[src/rtl/i2c_bus_scheduler.sv]
// i2c_bus_scheduler
//   Shares one I2C master between NUM_REQ requesters. A round-robin arbiter
//   picks a winner and latches its address/rw/data. The block then raises
//   dataReady and follows the master's state output until the master is idle
//   again. It reports done, or err on timeout, to the granted requester.
//
// Ports
//   clk, rst_n         system clock, async active-low reset
//   req                per-requester request level
//   req_addr           7-bit slave address per requester (packed, 7 bits each)
//   req_rw             read/write bit per requester
//   req_data           data byte per requester (packed, 8 bits each)
//   grant/done/err     one-hot grant, completion pulse, timeout pulse
//   busy               scheduler not idle
//   m_address, m_rw, m_data, m_data_ready   drive the I2C master
//   m_state            master current-state output
//
// state       | meaning
// ------------+-----------------------------------------------------------
// S_IDLE      | wait for a request while the master reports idle
// S_LATCH     | winner's address/rw/data held, grant raised, timer cleared
// S_LAUNCH    | dataReady high until the master leaves idle
// S_WAIT_DONE | master busy; wait for it to return to idle
// S_DONE      | done pulse, advance round-robin pointer
// S_ERR       | err pulse after timeout, advance round-robin pointer
module i2c_bus_scheduler #(
  parameter int NUM_REQ   = 4,
  parameter int IDLE_CODE = 1,
  parameter int TIMEOUT   = 1023
) (
  input  logic                   clk,
  input  logic                   rst_n,
  input  logic [NUM_REQ-1:0]     req,
  input  logic [7*NUM_REQ-1:0]   req_addr,
  input  logic [NUM_REQ-1:0]     req_rw,
  input  logic [8*NUM_REQ-1:0]   req_data,
  output logic [NUM_REQ-1:0]     grant,
  output logic [NUM_REQ-1:0]     done,
  output logic [NUM_REQ-1:0]     err,
  output logic                   busy,
  output logic [6:0]             m_address,
  output logic                   m_rw,
  output logic [7:0]             m_data,
  output logic                   m_data_ready,
  input  logic [5:0]             m_state
);

  localparam int IW = (NUM_REQ > 1) ? $clog2(NUM_REQ) : 1;
  localparam int TW = $clog2(TIMEOUT + 1);
  localparam logic [5:0]    IDLE_ST = 6'(IDLE_CODE);
  localparam logic [TW-1:0] T_MAX   = TW'(TIMEOUT);

  typedef enum logic [2:0] {
    S_IDLE, S_LATCH, S_LAUNCH, S_WAIT_DONE, S_DONE, S_ERR
  } state_t;

  state_t            state, state_next;
  logic [IW-1:0]     g, rr_ptr, win_idx, cand;
  logic              win_found, m_idle;
  logic [TW-1:0]     timer;
  logic [NUM_REQ-1:0] g_onehot;

  assign m_idle   = (m_state == IDLE_ST);
  assign g_onehot = {{(NUM_REQ-1){1'b0}}, 1'b1} << g;

  // Scan from the highest offset down so the last hit is the nearest set bit
  // at or above rr_ptr (modulo NUM_REQ).
  always_comb begin
    win_found = 1'b0;
    win_idx   = '0;
    cand      = '0;
    for (int i = NUM_REQ - 1; i >= 0; i--) begin
      cand = IW'((int'(rr_ptr) + i) % NUM_REQ);
      if (req[cand]) begin
        win_found = 1'b1;
        win_idx   = cand;
      end
    end
  end

  always_ff @(posedge clk or negedge rst_n) begin
    if (!rst_n) state <= S_IDLE;
    else        state <= state_next;
  end

  always_comb begin
    state_next = state;
    case (state)
      S_IDLE:      if (win_found && m_idle) state_next = S_LATCH;
      S_LATCH:     state_next = S_LAUNCH;
      S_LAUNCH: begin
        if (!m_idle)             state_next = S_WAIT_DONE;
        else if (timer == T_MAX) state_next = S_ERR;
      end
      S_WAIT_DONE: begin
        if (m_idle)              state_next = S_DONE;
        else if (timer == T_MAX) state_next = S_ERR;
      end
      S_DONE, S_ERR: state_next = S_IDLE;
      default:       state_next = S_IDLE;
    endcase
  end

  always_comb begin
    grant        = '0;
    done         = '0;
    err          = '0;
    m_data_ready = 1'b0;
    busy         = (state != S_IDLE);
    case (state)
      S_LATCH, S_WAIT_DONE: grant = g_onehot;
      S_LAUNCH: begin
        grant        = g_onehot;
        m_data_ready = 1'b1;
      end
      S_DONE: begin
        grant = g_onehot;
        done  = g_onehot;
      end
      S_ERR: begin
        grant = g_onehot;
        err   = g_onehot;
      end
      default: ;
    endcase
  end

  // Winner and its request fields are captured on the edge entering LATCH and
  // then held; later requester input changes are not seen by the master.
  always_ff @(posedge clk or negedge rst_n) begin
    if (!rst_n) begin
      g         <= '0;
      rr_ptr    <= '0;
      timer     <= '0;
      m_address <= '0;
      m_rw      <= 1'b0;
      m_data    <= '0;
    end else begin
      case (state)
        S_IDLE: begin
          timer <= '0;
          if (state_next == S_LATCH) begin
            g         <= win_idx;
            m_address <= req_addr[int'(win_idx)*7 +: 7];
            m_rw      <= req_rw[win_idx];
            m_data    <= req_data[int'(win_idx)*8 +: 8];
          end
        end
        S_LATCH: timer <= '0;
        S_LAUNCH: begin
          if (state_next == S_WAIT_DONE) timer <= '0;
          else if (timer != T_MAX)       timer <= timer + 1'b1;
        end
        S_WAIT_DONE: if (timer != T_MAX) timer <= timer + 1'b1;
        S_DONE, S_ERR: rr_ptr <= (g == IW'(NUM_REQ - 1)) ? '0 : g + 1'b1;
        default: ;
      endcase
    end
  end

endmodule

[config.mk]
export PLATFORM = sky130hd
export DESIGN_NAME = i2c_bus_scheduler
export DESIGN_NICKNAME = d
export VERILOG_FILES = /design/src/rtl/i2c_bus_scheduler.sv
export SDC_FILE = /design/constraint.sdc
export NUM_CORES = 1
export LEC_CHECK = 0
export BUFFER_PORTS_ARGS = -buffer_cell sky130_fd_sc_hd__buf_2
export CAP_MARGIN = 20
export CORE_MARGIN = 4
export CORE_UTILIZATION = 50
export CTS_CLUSTER_DIAMETER = 30
export DETAILED_ROUTE_END_ITERATION = 12
export PLACE_DENSITY = 0.94
export SLEW_MARGIN = 5
export SYNTH_ARGS = -nofsm -noshare
export SYNTH_HDL_FRONTEND = slang
export SYNTH_SLANG_ARGS = --single-unit
[constraint.sdc]
create_clock -name clk -period 3.2 [get_ports clk]
set_input_delay 0.64 -clock clk [delete_from_list [all_inputs] [get_ports clk]]
set_output_delay 0.64 -clock clk [all_outputs]
set_load 0.1 [all_outputs]
==> impl_metrics.csv, run 1 <==
group,metric,value,unit
sta,max_clock_freq,384.1,MHz
sta,finalCriticalPeriod,2.604,ns
run,max-cap-violations,0,
clock_network,clockBufferDepth,2,
sta,min_period_over_period,0.8136,
hold_path,hold_path.class,"input pin to asynchronous set/reset pin",
grt,grt_antenna_before_repair,0,
setup_path,ff2ff_setup_slack,0.83,ns
floorplanning,ios,106,
grt,grt_pass1_vias,2385,
setup_path,start_kind,"flip-flop",
synthesis,synthMuxAreaShare,0.01881,
setup_path,crit_type,"flip-flop to output pin",
sta,final-hold-violation-count,0,
clock_network,postCtsSetupBuffers,0,
floorplanning,core_area,4115,µm²
drt,via_per_inst,5.828,
setup_path,arrival,1.96,ns
synthesis,ys_seq_area_frac,0.3763,
clock_network,cts_sinks,33,
sta,fin_tns_setup,0,ns
setup_path,worstSetupEndpointType,"output pin",
setup_path,cp_cell_sequence,"nor3_2 -> a21oi_1 -> and2_1 -> buf_2",
sta,skew,0.006069,ns
clock_network,cts_hold_buf,0,
sta,setup_viol,0,
sta,slew_headroom,0.4477,
drt,drt-pass1-iter-count,4,
clock_network,insertion_delay,0.29,ns
outcome,status,"finished, final reports clean",
grt,grt_max_degree,34,
synthesis,synth_cell_types,40,
sta,tightest_slew,0.8284,ns
synthesis,ys_ff_latch,33,
finish,n_antenna_cell,0,
synthesis,synth_top_family_by_area,"simple AND/OR/NAND/NOR gates",
finish,area_growth,29.25,%
setup_path,required,2.56,ns
setup_path,slowest_delay,0.69,ns
synthesis,synthXorXnorAreaFrac,0,
floorplanning,die_area,5513,µm²
synthesis,synth_edf_count,0,
setup_path,reg2reg_to,"m_data[4]$_DFFE_PN0P_",
power_and_ir_drop,p_per_area,378.1,nW/µm²
setup_path,worstRegToRegCells,5,
synthesis,async_flop_share,1.000,
setup_path,critical_path_peak_fanout,19,
synthesis,synthAdderAreaFrac,0.02851,
synthesis,syn-cell-area,2195,µm²
floorplanning,rows,23,
synthesis,syn_nets,360,
clock_network,cts_buffers,5,
finish,final_core_util,0.6893,
floorplanning,fp.dieH,74.25,µm
drt,antenna_left,0,
placement,portBuffers,105,
clock_network,cts_tree,"built",
setup_path,critPathSlowestCell,"dfrtp_1",
clock_network,htreeDepth,2,
setup_path,crit_buf_inv,1,
drt,drc,0,
power_and_ir_drop,worst_ir_drop_vdd,214.0,µV
synthesis,synth_compound_area_frac,0.2241,
drt,drtIter0Drc,318,
finish,nNetsFinal,459,
clock_network,root_buffer,"clkbuf_8",
sta,slew_viol_final,0,
clock_network,clk_pin_slew,0.07,ns
placement,dp_hpwl,4.896,mm
sta,rsz0062_at_grt,"false",
grt,grt_pass1_wl,10.08,mm
synthesis,netlist_instances,279,
power_and_ir_drop,p_total,1.072,mW
drt,num_vias,2500,
synthesis,ys_warn_count,0,
finish,drive_gt1_frac,0.3325,
placement,gp_congestion,0.8829,
floorplanning,initial_core_util,0.5333,
setup_path,r2r-start,"state[2]$_DFF_PN0_",
grt,grt_overflow,0,
drt,wl_per_cell,15.30,µm
power_and_ir_drop,p_leak,1.468,nW
floorplanning,die_x,74.25,µm
setup_path,cp_top_family,"flip-flops",
synthesis,syn_avg_cell_area,7.866,µm²
clock_network,post_cts_resized,0,
grt,grtUsageTotal,0.2341,
drt,wl,6.562,mm
synthesis,synth-simple-area-share,0.2816,
synthesis,synth-main-ff-cell,"dfrtp_1",
layout by cell type, fill, tap and decap left out, types with 2 or more instances in the layout:
master	n
ha_1	5
and2_1	5
a31oi_1	20
mux2i_1	3
and3_1	8
a32o_1	16
buf_4	2
a21oi_1	15
a21oi_2	2
buf_2	105
nor4_1	2
nand2_1	75
nor2b_1	4
nor3_1	2
nand3_1	8
clkbuf_8	7
inv_1	23
dfrtp_1	33
nor2_1	15
o21ai_0	7
through the flow:
stage / worst slack, ns / hold slack (ns) / cell area (µm²) / instances
5_1_grt: 0.4182 / 0.4725 / 2836 / 429
4_1_cts: 0.6014 / 0.4333 / 2836 / 429
3_3_place_gp: 0.7447 / 0.4836 / 2735 / 421
3_5_place_dp: 0.6952 / 0.5023 / 2735 / 421
6_report: 0.5964 / 0.4119 / 2836 / 429
2_1_floorplan: 0.5227 / 0.3444 / 2195 / 279
layer usage:
| metal | up-vias | routed length, µm | GRT usage |
|---|---|---|---|
| li1 | 1181 | - | - |
| met3 | 28 | 561 | 0.03649 |
| met2 | 128 | 3302 | 0.4173 |
| met5 | - | 0 | 0 |
| met4 | 0 | 185 | 0.1186 |
| met1 | 1163 | 2512 | 0.2713 |
worst max-delay path by stage:
stage	startpoint	end	slack (ns)	depth (start not counted)
2_1_floorplan	state[2]$_DFF_PN0_	m_data_ready	0.52	4
3_3_place_gp	m_state[1]	m_address[5]$_DFFE_PN0P_	0.74	6
3_5_place_dp	m_state[1]	m_address[5]$_DFFE_PN0P_	0.70	6
4_1_cts	state[2]$_DFF_PN0_	grant[1]	0.60	4
5_1_grt	state[2]$_DFF_PN0_	grant[2]	0.42	4
6_report	state[2]$_DFF_PN0_	grant[1]	0.60	4
cell type report:
class	count	area, µm²
fill	338	1279
multi-input combinational	208	1220
sequential	33	825.8
timing repair buffer	107	540.5
clock buffer	7	96.34
inverter	23	86.33
tap	50	62.56
clock inverter	1	5.005
report_power, final:
part	total, mW	switching, mW	internal, mW
registers	0.499	0.0428	0.457
clock network	0.351	0.156	0.194
logic	0.222	0.128	0.0940
total	1.07	0.327	0.745
cell families after synthesis:
group           after synthesis
fa+ha+maj                     5
mux                           4
buf+inv                      38
compound gates               69
simple gates                130
flops                        33
flip-flops by register name, indices dropped and copies added, names as in the netlist:
name,count
m_data,8
m_rw,1
g,2
state,3
rr_ptr,2
timer,10
m_address,7
cells in the mapped netlist, types with 2 or more instances:
library cell  count  share of area
buf_2            10          0.023
nor4_1            2         0.0057
dfrtp_1          33           0.38
o21ai_0           7          0.016
a31oi_1          20          0.057
inv_1            23          0.039
a21oi_2           2         0.0080
and2_1            5          0.014
mux2i_1           3          0.014
and3_1            8          0.023
nor2b_1           4          0.011
nor3_1            2         0.0046
ha_1              5          0.029
clkbuf_1          5         0.0086
nand3_1           8          0.018
a21oi_1          15          0.034
nand2_1          75           0.13
nor2_1           15          0.026
a32o_1           16          0.073
(Power assumes the default switching activity.)
==> run 2: changes to the inputs <==
--- a/config.mk
+++ b/config.mk
@@ -8,10 +8,10 @@
 export BUFFER_PORTS_ARGS = -buffer_cell sky130_fd_sc_hd__buf_2
 export CAP_MARGIN = 20
 export CORE_MARGIN = 4
-export CORE_UTILIZATION = 50
+export CORE_UTILIZATION = 42
 export CTS_CLUSTER_DIAMETER = 30
 export DETAILED_ROUTE_END_ITERATION = 12
-export PLACE_DENSITY = 0.94
+export PLACE_DENSITY = 0.85
 export SLEW_MARGIN = 5
 export SYNTH_ARGS = -nofsm -noshare
 export SYNTH_HDL_FRONTEND = slang
==> constraint.sdc (replaced) <==
create_clock -name clk -period 2.2 [get_ports clk]
set_input_delay 0.44 -clock clk [delete_from_list [all_inputs] [get_ports clk]]
set_output_delay 0.44 -clock clk [all_outputs]
set_load 0.1 [all_outputs]
==> run 2 against run 1 <==
  * Die area up 17%
  * First-iteration DRC count is 57% lower
  * Register-to-register slack got worse by 0.63 ns
  * Combinational power grew 46%
  * Count of clock-buffer cells in the layout decreased by 2
  * Sequential share of layout area is 1.7 points lower
  * Core utilization fell by 9.4 points
  * Routed wire length shrank 11%
  * Critical path type unchanged
  * Largest power group unchanged
==> impl_metrics.csv, run 2 (synthesis results as in run 1) <==
group,metric,value,unit
floorplanning,initial_core_util,0.4324,
sta,finalCriticalPeriod,2.118,ns
sta,layout_setup_ws,0.08194,ns
drt,antenna_left,0,
finish,largest_reg_flops,10,
finish,drive_gt1_frac,0.3473,
drt,via_per_inst,5.272,
setup_path,critical_path_peak_fanout,9,
drt,drt-pass1-iter-count,4,
finish,n_antenna_cell,0,
grt,grt_max_degree,34,
clock_network,clockBufferDepth,2,
sta,fin_tns_setup,0,ns
sta,final-hold-violation-count,0,
drt,drc,0,
sta,skew,0.001366,ns
setup_path,start_kind,"flip-flop",
placement,portBuffers,105,
outcome,status,"finished, final reports clean",
floorplanning,rows,26,
setup_path,arrival,1.68,ns
floorplanning,ios,106,
finish,largest-register,"timer",
power_and_ir_drop,p_total,1.593,mW
clock_network,postCtsSetupBuffers,0,
sta,rsz0062_at_grt,"false",
placement,gp_congestion,0.7519,
clock_network,cts_buffers,5,
finish,final_common_cell,"buf_2",
power_and_ir_drop,worst_ir_drop_vdd,379.2,µV
setup_path,worstSetupEndpointType,"output pin",
power_and_ir_drop,p_per_area,527.1,nW/µm²
drt,wl_per_cell,12.94,µm
sta,min_period_over_period,0.9628,
clock_network,root_buffer,"clkbuf_8",
sta,slew_viol_final,0,
finish,fill_cells,447,
clock_network,cts_hold_buf,0,
sta,tightest_slew,0.8123,ns
finish,top_regs,"timer (10), m_data (8), m_address (7)",
floorplanning,die_x,80.29,µm
finish,area_growth,37.74,%
setup_path,required,1.76,ns
floorplanning,die_area,6446,µm²
floorplanning,core_area,5075,µm²
placement,dp_hpwl,4.459,mm
drt,drtIter0Drc,138,
sta,max_clock_freq,472.1,MHz
clock_network,cts_tree,"built",
clock_network,htreeDepth,2,
clock_network,clk_pin_slew,0.07,ns
sta,setup_viol,0,
grt,grt_overflow,0,
finish,final_area,3023,µm²
finish,nNetsFinal,464,
hold_path,hold_path.class,"input pin to asynchronous set/reset pin",
finish,layout_common_cells,"buf_2 (96), nand2_1 (75), dfrtp_1 (31), inv_1 (23), a31oi_1 (20)",
finish,final_core_util,0.5957,
grt,grt_pass1_wl,9.577,mm
power_and_ir_drop,p_leak,1.518,nW
sta,slew_headroom,0.4585,
placement,dpl_cell_area,2900,µm²
grt,grt_pass1_vias,2253,
clock_network,cts_sinks,33,
placement,dp_slack,0.01194,ns
grt,grt_antenna_before_repair,0,
drt,wl,5.860,mm
clock_network,insertion_delay,0.28,ns
grt,grtUsageTotal,0.1869,
setup_path,crit_type,"flip-flop to output pin",
drt,num_vias,2388,
run,max-cap-violations,0,
floorplanning,fp.dieH,80.29,µm
==> run 2: layer usage <==
layer / routed length, µm / track usage / part of all wire
met2: 2856 / 0.3088 / 0.49
met3: 516 / 0.05381 / 0.088
met1: 2445 / 0.2238 / 0.42
met4: 42 / 0.08446 / 0.0072
met5: 0 / 0 / 0
==> run 2: area by class of cell <==
class | count | area [µm²] | share of cell area
flip-flops and latches | 33 | 828.3 | 0.2740
repair buffers | 112 | 688.2 | 0.2276
clock buffers | 5 | 68.82 | 0.02276
multi-input cells | 208 | 1229 | 0.4065
clock inverters | 2 | 35.03 | 0.01159
well taps | 70 | 87.58 | 0.02897
inverters | 23 | 86.33 | 0.02856
==> run 2: worst paths after layout <==
check                           depth (start not counted)                     to  slack [ns]                  from
worst max-delay path                                    3                done[1]        0.08    state[0]$_DFF_PN0_
worst min-delay path                                    1   timer[5]$_DFFE_PN0P_        0.21                 rst_n
worst max register to register                          5  m_data[7]$_DFFE_PN0P_        0.20    state[0]$_DFF_PN0_
worst min register to register                          1   timer[0]$_DFFE_PN0P_        0.50  timer[0]$_DFFE_PN0P_
max in group asynchronous                               1     state[1]$_DFF_PN0_        1.48                 rst_n
min in group clk                                        3  m_data[1]$_DFFE_PN0P_        0.40          req_data[17]
==> run 2: power breakdown <==
part           switching (mW)  internal (mW)
Combinational           0.176          0.148
Clock                   0.217          0.329
Sequential             0.0586          0.665
==> run 2: metrics by stage <==
step / instances / hold WS (ns)
detailed placement: 446 / 0.4973
floorplan: 279 / 0.1444
CTS: 453 / 0.2306
global route: 453 / 0.2767
global placement: 446 / 0.4766
finish: 453 / 0.2146
==> run 2: worst max-delay path: stages, from the launching register on <==
cell and delay (ns):
dfrtp_2 0.48, nor2_1 0.29, and3_1 0.21, buf_2 0.42
==> run 2: timing repair <==
item / 4_1_cts / 5_1_grt
hold endpoints to repair: 0 / 0
gates resized for setup: 0 / 7
setup endpoints to repair: 0 / 18
==> run 3: changes to the inputs <==
--- a/config.mk
+++ b/config.mk
@@ -12,6 +12,7 @@
 export CTS_CLUSTER_DIAMETER = 30
 export DETAILED_ROUTE_END_ITERATION = 12
 export PLACE_DENSITY = 0.85
+export SKIP_LAST_GASP = 1
 export SLEW_MARGIN = 5
 export SYNTH_ARGS = -nofsm -noshare
 export SYNTH_HDL_FRONTEND = slang
==> constraint.sdc (replaced) <==
create_clock -name clk -period 2.2 [get_ports clk]
set_input_delay 0.11 -clock clk [delete_from_list [all_inputs] [get_ports clk]]
set_output_delay 0.11 -clock clk [all_outputs]
set_load 0.1 [all_outputs]
==> run 3 against run 2 <==
  * Die area unchanged
  * Clock power decreased by 15%
  * Register-to-register slack improved by 0.14 ns
  * Cell count increased by 0.66%
  * Clock skew increased by 0.0014 ns
  * Critical path type unchanged
  * Setup slack improved by 0.17 ns
  * Total power decreased by 5.3%
==> impl_metrics.csv, run 3 (synthesis results as in run 1) <==
group,metric,value,unit
outcome,status,"finished, final reports clean",
drt,via_per_inst,5.336,
sta,skew,0.002737,ns
drt,wl,6.251,mm
drt,drt-pass1-iter-count,4,
sta,layout_setup_ws,0.2514,ns
drt,num_vias,2433,
setup_path,ff2ff_setup_slack,0.34,ns
hold_path,hold_path.class,"input pin to flip-flop",
floorplanning,ios,106,
setup_path,worstRegToRegCells,5,
power_and_ir_drop,p_per_area,516.5,nW/µm²
finish,largest-register,"timer",
clock_network,clockBufferDepth,2,
floorplanning,initial_core_util,0.4324,
finish,top_regs,"timer (10), m_data (8), m_address (7)",
setup_path,slowest_delay,0.49,ns
finish,final_cell_count_no_fill,456,
sta,setup_viol,0,
clock_network,clk_pin_slew,0.07,ns
clock_network,htreeDepth,2,
placement,gp_congestion,0.8543,
setup_path,crit_end,"grant[1]",
floorplanning,core_area,5075,µm²
clock_network,cts_tree,"built",
power_and_ir_drop,seqPwrFrac,0.478,
run,max-cap-violations,0,
drt,drc,0,
clock_network,cts_buffers,5,
power_and_ir_drop,p_leak,1.502,nW
placement,dp_slack,0.2941,ns
clock_network,insertion_delay,0.28,ns
sta,max_clock_freq,513.2,MHz
floorplanning,rows,26,
setup_path,cp_top_family,"buffers and inverters",
sta,rsz0062_at_grt,"false",
sta,slew_headroom,0.5039,
finish,largest_reg_flops,10,
hold_path,whs_path_depth,3,
finish,final_area,2922,µm²
placement,portBuffers,105,
grt,grtUsageTotal,0.2024,
power_and_ir_drop,worst_ir_drop_vdd,284.5,µV
setup_path,crit_cells,5,
sta,final-hold-violation-count,0,
setup_path,critical_path_peak_fanout,9,
finish,fill_cells,480,
power_and_ir_drop,clock_power_share,0.307,
placement,dp.cells,448,
finish,final_common_cell,"buf_2",
grt,grt_antenna_before_repair,0,
power_and_ir_drop,p_switching,0.4516,mW
clock_network,cts_sinks,33,
clock_network,root_buffer,"clkbuf_8",
power_and_ir_drop,pwr-share-comb,0.215,
grt,grt_pass1_vias,2386,
floorplanning,fp.dieH,80.29,µm
grt,grt_pass1_wl,10.25,mm
grt,grt_max_degree,34,
finish,area_growth,33.12,%
sta,finalCriticalPeriod,1.949,ns
setup_path,arrival,1.84,ns
finish,nNetsFinal,467,
grt,grt_overflow,0,
sta,slew_viol_final,0,
setup_path,start_kind,"flip-flop",
sta,min_period_over_period,0.8857,
drt,antenna_left,0,
setup_path,crit_type,"flip-flop to output pin",
power_and_ir_drop,internal_power,1.058,mW
placement,dpl_cell_area,2825,µm²
sta,tightest_slew,0.7441,ns
sta,fin_tns_setup,0,ns
setup_path,critPathLaunch,"state[0]$_DFF_PN0_",
drt,wl_per_cell,13.71,µm
setup_path,worstSetupEndpointType,"output pin",
setup_path,required,2.09,ns
floorplanning,die_area,6446,µm²
setup_path,r2r-start,"state[0]$_DFF_PN0_",
finish,layout_common_cells,"buf_2 (105), nand2_1 (75), dfrtp_1 (33), inv_1 (23), a31oi_1 (20)",
floorplanning,die_x,80.29,µm
finish,drive_gt1_frac,0.3394,
setup_path,crit_buf_inv,2,
drt,drtIter0Drc,99,
setup_path,reg2reg_to,"m_data[1]$_DFFE_PN0P_",
power_and_ir_drop,switching_share,0.2992,
setup_path,cp_cell_sequence,"nor3_2 -> buf_4 -> a21oi_1 -> and2_1 -> buf_2",
finish,n_antenna_cell,0,
setup_path,critPathSlowestCell,"dfrtp_1",
placement,dp_hpwl,4.868,mm
## run 3: cell types whose count changed in the layout (fill, tap and decap cells not counted), moves of 2 or more
cell      previous run  this run
clkbuf_4             4         0
buf_4                5         8
dfrtp_1             31        33
buf_12               7         1
buf_2               96       105
dfrtp_2              2         0
## run 3: how the worst min path moves through the flow
stage | start | to | slack (ns)
finish | req_addr[14] | m_address[0]$_DFFE_PN0P_ | 0.07
global route | req_data[24] | m_data[0]$_DFFE_PN0P_ | 0.07
CTS | req_addr[14] | m_address[0]$_DFFE_PN0P_ | 0.06
detailed placement | rst_n | timer[4]$_DFFE_PN0P_ | 0.22
global placement | rst_n | timer[3]$_DFFE_PN0P_ | 0.21
floorplan | rst_n | g[0]$_DFFE_PN0P_ | -0.19
## run 3: area by class of cell
type	instances	area, µm²	share of cell area
multi-input cells	208	1220	0.4176
flip-flops and latches	33	825.8	0.2827
repair buffers	115	615.6	0.2107
well taps	70	87.58	0.02998
clock buffers	7	86.33	0.02955
inverters	23	86.33	0.02955
## run 3: power groups by stage
stage | logic (mW) | registers (mW) | clock network (mW)
floorplan | 0.194 | 0.719 | 0
global placement | 0.309 | 0.727 | 0
detailed placement | 0.324 | 0.731 | 0
CTS | 0.326 | 0.721 | 0.473
global route | 0.372 | 0.730 | 0.503
finish | 0.325 | 0.721 | 0.464
## run 3: metrics by stage
stage          power, mW    util  hold slack, ns
4_1_cts            1.520  0.5757         0.06099
2_1_floorplan     0.9132       -         -0.1856
3_3_place_gp       1.036  0.5567          0.2078
6_report           1.509  0.5757         0.06972
3_5_place_dp       1.055  0.5567          0.2238
5_1_grt            1.606  0.5757         0.06647
## run 3: layer usage
metal / track usage / up-vias / part of all wire
met2: 0.3725 / 86 / 0.51
met5: 0 / - / 0
li1: - / 1193 / -
met4: 0.05912 / 0 / 0.0091
met1: 0.2249 / 1147 / 0.41
met3: 0.05605 / 7 / 0.076
## run 3: worst register-to-register path: stages, from the launching register on
cell and delay (ns):
dfrtp_1 0.47, nor3_2 0.24, nand4_2 0.17, and3b_1 0.55, buf_4 0.23, a31oi_1 0.08
## run 3: timing repair
action                    4_1_cts  5_1_grt
buffers inserted                0        0
hold endpoints to repair       33        0
resized for setup               0        0
hold buffers                    1        0
